**src/rtl/crc_pkg.sv**
```systemverilog
// Shared types and helpers for the parametrised serial CRC engine.
package crc_pkg;

    typedef enum logic [1:0] {
        IDLE  = 2'd0,
        MSG   = 2'd1,
        SHIFT = 2'd2,
        RECV  = 2'd3
    } crc_state_e;

    // Counter must be able to hold the value W itself.
    function automatic int crc_cnt_width(input int w);
        return $clog2(w + 1);
    endfunction

endpackage

```
**src/rtl/crc_lfsr_step.sv**
```systemverilog
// One Galois LFSR step: absorb a single serial bit into the CRC register.
module crc_lfsr_step #(
    parameter int              W    = 8,
    parameter logic [W-1:0]    TAPS = '0
) (
    input  logic [W-1:0] r,
    input  logic         d,
    output logic [W-1:0] r_next
);

    // The top bit always takes the feedback directly, so its tap bit is ignored.
    localparam logic [W-1:0] TAP_MASK = {1'b0, TAPS[W-2:0]};

    logic fb;

    always_comb begin
        fb     = d ^ r[0];
        r_next = {fb, r[W-1:1]} ^ ({W{fb}} & TAP_MASK);
    end

endmodule

```
**src/rtl/crc_serial_param.sv**
```systemverilog
// Serial CRC engine: absorbs a frame LSB first, then either shifts the CRC out
// (generate) or absorbs the received CRC and reports a nonzero residue (check).
module crc_serial_param
    import crc_pkg::*;
#(
    parameter int                    CRC_WIDTH = 8,
    parameter logic [CRC_WIDTH-1:0]  TAPS      = 8'h44,
    parameter logic [CRC_WIDTH-1:0]  SEED      = 8'hD8
) (
    input  logic       CLK,
    input  logic       RST,
    input  logic       DATA,
    input  logic       ACTIVE,
    input  logic       MODE,
    output logic       CRC,
    output logic       Valid,
    output logic       Done,
    output logic       Err,
    output logic       Busy,
    output crc_state_e dbg_state
);

    localparam int CW = crc_cnt_width(CRC_WIDTH);
    localparam logic [CW-1:0] CNT_ONE       = CW'(1);
    localparam logic [CW-1:0] CNT_LAST_SEND = CW'(CRC_WIDTH);
    localparam logic [CW-1:0] CNT_LAST_RECV = CW'(CRC_WIDTH - 1);

    crc_state_e           state_q, state_d;
    logic [CRC_WIDTH-1:0] r_q, r_d;
    logic [CW-1:0]        cnt_q, cnt_d;
    logic                 mode_q, mode_d;
    logic                 crc_d, valid_d, done_d, err_d;
    logic [CRC_WIDTH-1:0] step_in, step_out;

    // Frame start absorbs its first bit on top of SEED, so no separate load cycle.
    assign step_in = (state_q == IDLE) ? SEED : r_q;

    crc_lfsr_step #(
        .W    (CRC_WIDTH),
        .TAPS (TAPS)
    ) u_step (
        .r      (step_in),
        .d      (DATA),
        .r_next (step_out)
    );

    always_ff @(posedge CLK) begin
        if (RST) begin
            state_q <= IDLE;
            r_q     <= SEED;
            cnt_q   <= '0;
            mode_q  <= 1'b0;
            CRC     <= 1'b0;
            Valid   <= 1'b0;
            Done    <= 1'b0;
            Err     <= 1'b0;
            Busy    <= 1'b0;
        end else begin
            state_q <= state_d;
            r_q     <= r_d;
            cnt_q   <= cnt_d;
            mode_q  <= mode_d;
            CRC     <= crc_d;
            Valid   <= valid_d;
            Done    <= done_d;
            Err     <= err_d;
            Busy    <= (state_q != IDLE);
        end
    end

    // Valid has no ready: the link layer must take one CRC bit on every Valid cycle.
    always_comb begin
        state_d = state_q;
        r_d     = r_q;
        cnt_d   = cnt_q;
        mode_d  = mode_q;
        crc_d   = CRC;
        valid_d = 1'b0;
        done_d  = 1'b0;
        err_d   = Err;
        unique case (state_q)
            IDLE: begin
                if (ACTIVE) begin
                    r_d     = step_out;
                    mode_d  = MODE;
                    state_d = MSG;
                end
            end
            MSG: begin
                if (ACTIVE) begin
                    r_d = step_out;
                end else if (!mode_q) begin
                    crc_d   = r_q[0];
                    valid_d = 1'b1;
                    r_d     = r_q >> 1;
                    cnt_d   = CNT_ONE;
                    state_d = SHIFT;
                end else begin
                    r_d     = step_out;
                    cnt_d   = CNT_ONE;
                    state_d = RECV;
                end
            end
            SHIFT: begin
                if (cnt_q < CNT_LAST_SEND) begin
                    crc_d   = r_q[0];
                    valid_d = 1'b1;
                    r_d     = r_q >> 1;
                    cnt_d   = cnt_q + CNT_ONE;
                end else begin
                    r_d     = SEED;
                    cnt_d   = '0;
                    state_d = IDLE;
                end
            end
            RECV: begin
                if (cnt_q == CNT_LAST_RECV) begin
                    done_d  = 1'b1;
                    err_d   = (step_out != '0);
                    r_d     = SEED;
                    cnt_d   = '0;
                    state_d = IDLE;
                end else begin
                    r_d   = step_out;
                    cnt_d = cnt_q + CNT_ONE;
                end
            end
            default: state_d = IDLE;
        endcase
    end

    assign dbg_state = state_q;

endmodule

```
**config.mk**
```make
export PLATFORM = sky130hd
export DESIGN_NAME = crc_serial_param
export DESIGN_NICKNAME = d
export VERILOG_FILES = /design/src/rtl/crc_pkg.sv /design/src/rtl/crc_lfsr_step.sv /design/src/rtl/crc_serial_param.sv
export SDC_FILE = /design/constraint.sdc
export NUM_CORES = 1
export LEC_CHECK = 0
export CORE_ASPECT_RATIO = 1.2
export CORE_UTILIZATION = 49
export CTS_CLUSTER_DIAMETER = 60
export DETAILED_ROUTE_END_ITERATION = 6
export GPL_ROUTABILITY_DRIVEN = 0
export PLACE_DENSITY = 0.78
export SETUP_SLACK_MARGIN = 0.2
export SLEW_MARGIN = 20
export SYNTH_ARGS = -nofsm -noshare
export SYNTH_HDL_FRONTEND = slang
export SYNTH_SLANG_ARGS = --single-unit
```
**constraint.sdc**
```tcl
create_clock -name CLK -period 2.07 [get_ports CLK]
set_input_delay 0.621 -clock CLK [delete_from_list [all_inputs] [get_ports CLK]]
set_output_delay 0.621 -clock CLK [all_outputs]
set_load 0.01 [all_outputs]
```
==> impl_metrics.tcl <==
set metrics [dict create \
    synth-seq-area-share_pct 34.90 \
    ioPinCount 12 \
    arrival_ns 2.05 \
    final_util_pct 68.19 \
    layout.cells.non_filler 185 \
    port_buffers 11 \
    max_freq_mhz 535.2 \
    maxSlewHeadroom_pct 70.42 \
    grt_pass1_vias 1019 \
    num_vias 1118 \
    htree_levels 1 \
    p_leak_nw 0.6509 \
    antenna_found_initial 0 \
    clock-root-buffer "clkbuf_4" \
    num_rows 18 \
    synth_cells 135 \
    postCtsHoldBufs 0 \
    power.total_mw 1.061 \
    critical_path_buf_inv_count 2 \
    drive_gt1_share_pct 20.65 \
    clkLatencyLatePin_ns 0.30 \
    hpwl_microns 2072 \
    synth_compound_area_share_pct 28.24 \
    synthArstFlopShare_pct 0 \
    die_w_microns 46.18 \
    fin_crit_sh_pct 90.26 \
    worstSetupPathType "register to register" \
    cp_max_fo 11 \
    ant_nets 0 \
    crit_family "adder cells" \
    multi_input_area_sq_um 721.9 \
    min_from "cnt_q[1]$_SDFFE_PP0P_" \
    max-cap-violations 0 \
    rsz0062_at_grt "true" \
    synth_fa_ha_area_share_pct 7.634 \
    p_per_area_nw_per_um2 727.0 \
    worstSetupEndpointType "register" \
    worst_pin_slew_ns 0.4437 \
    synth_edf_count 0 \
    dr.pass1.iters 4 \
    drc_errors 0 \
    drv_slew 0 \
    synth_xor_area_share_pct 2.290 \
    nets 168 \
    avgRoutedWirePerCell_microns 15.22 \
    post_drt_via_cell_ratio 6.043 \
    seq_area_sq_um 409.1 \
    critPathMaxStageDelay_ns 0.38 \
    initial_core_util_pct 53.63 \
    synth_nets 147 \
    grt_remaining_overflow 0 \
    hold_class "register to register" \
    final_common_cell "dfxtp_1" \
    dp_cells 178 \
    antennaDiodeCount 0 \
    drt_iter0_markers 54 \
    avgSynthCellArea_sq_um 8.499 \
    synthToLayoutAreaGrowth_pct 27.15 \
    yosys_warnings 0 \
    grt_pass1_wl_microns 4643 \
    grt_max_degree 14 \
    numCtsBuffers 3 \
    crit_path_top_delay_cell "dfxtp_4" \
    routed_wl_microns 2816 \
    die_height_microns 55.01 \
    final_cell_mix "17 x dfxtp_1, 13 x nor2_1, 12 x buf_4, 10 x a21oi_1" \
    clkTransAtPathRegs_ns 0.11 \
    die-area_sq_um 2540 \
    cts_buffer_depth 2 \
    grt_use_total_pct 25.35 \
    crit_start "dbg_state[1]$_SDFFE_PP0P_" \
    required_ns 2.25 \
    finalSetupViolCount 0 \
    cp_cell_sequence "inv_4 -> ha_4 -> buf_4 -> nor2_1 -> ha_1 -> mux2_4 -> a222oi_1 -> a22oi_1" \
    min_period_ns 1.868 \
    r2r_start "dbg_state[1]$_SDFFE_PP0P_" \
    synth_seq_cells 20 \
    clock_skew_ns 0.009587 \
    vdd_drop_max_mv 0.4094 \
    cts_tree "yes" \
    setup.worst_path.start_class "register" \
    setup_slack_ns 0.2017 \
    dp_slack_ns -0.2720 \
    whs_ns 0.4899 \
    ys_dominant_reg_cell "dfxtp_1" \
    synth_simple_gate_area_share_pct 19.19 \
    status "finished clean" \
    hold_violations 0 \
    core_area_sq_um 2140 \
    syn_area_sq_um 1147 \
    synth_top_family_by_area "compound AO/OA/AOI/OAI gates" \
    n_fill_cell 164 \
    cts.sinks 20 \
    synth_cell_type_count 43 \
    synth.area.mux_share_pct 1.854 \
]
==> routing by layer <==
metal / vias up / wire length [microns] / global-route usage, %
li1: 538 / - / -
met2: 57 / 1457 / 42.02
met5: - / 0 / 0
met1: 519 / 1146 / 33.07
met3: 4 / 174 / 2.922
met4: 0 / 38 / 10.29
==> cell type report <==
cell class              count  area share (%)
inverters                   9           2.659
repair buffers             23           13.98
flip-flops and latches     20           28.04
well taps                  30           2.573
multi-input cells          99           49.49
clock buffers               4           3.259
==> tightest hold or removal path, delay by kind of cell (launching register included) <==
| family | cells | cell delay, ns |
|---|---|---|
| AND/OR/NAND/NOR | 1 | 0.06 |
| AO/OA/AOI/OAI | 1 | 0.05 |
| flip-flops | 1 | 0.34 |
==> logic make-up (layout without fill, tap and decap cells) <==
kind of cell,count (synthesis),after routing
mux,2,2
fa+ha+maj,7,7
xor+xnor,3,3
buf+inv,16,36
compound gates,45,45
simple gates,42,42
flops,20,20
==> final timing paths <==
check,to,slack [ns],cells after the start
max,r_q[6]$_SDFFE_PP1P_,0.20,8
max reg2reg,r_q[6]$_SDFFE_PP1P_,0.20,8
min,cnt_q[1]$_SDFFE_PP0P_,0.49,2
min reg2reg,cnt_q[1]$_SDFFE_PP0P_,0.49,2
==> power by group <==
part	internal, mW	switching [mW]	total, mW
combinational	0.151	0.165	0.316
sequential	0.428	0.0415	0.470
clock	0.147	0.127	0.274
==> state kept, by name (all words and copies together), names as in the netlist <==
name and cells:
Err 1, cnt_q 4, CRC 1, Busy 1, Valid 1, Done 1, r_q 8, mode_q 1
dbg_state 2
==> stage by stage <==
| stage | instance area (sq um) | TNS, ns |
|---|---|---|
| after floorplan | 1180 | 0 |
| after global placement | 1358 | -0.2244 |
| after detailed placement | 1358 | -0.4084 |
| after CTS | 1443 | 0 |
| after global routing | 1459 | 0 |
| final | 1459 | 0 |
==> synth_stat cells, types with 2 or more instances <==
master | n | area share [%]
a21boi_1 | 2 | 1.3
inv_1 | 8 | 2.6
a21oi_1 | 10 | 4.4
a21o_1 | 3 | 2.0
o21ai_0 | 6 | 2.6
a32oi_1 | 4 | 3.1
dfxtp_1 | 20 | 35
clkbuf_1 | 5 | 1.6
a211oi_1 | 2 | 1.3
nand2_1 | 8 | 2.6
nand3_1 | 5 | 2.2
o2111ai_1 | 2 | 1.5
o31ai_1 | 2 | 1.3
ha_1 | 7 | 7.6
xnor2_1 | 3 | 2.3
a22oi_1 | 3 | 2.0
nor2_1 | 14 | 4.6
nor2b_1 | 4 | 2.2
o21a_1 | 2 | 1.3
and3_1 | 2 | 1.1
==> timing repair <==
item | 4_1_cts | 5_1_grt
setup endpoints to repair | 2 | 7
gates resized for setup | 5 | 6
buffers inserted | 3 | 0
gates cloned | 0 | 0
pin swaps | 3 | 0
(Power assumes the default switching activity.)
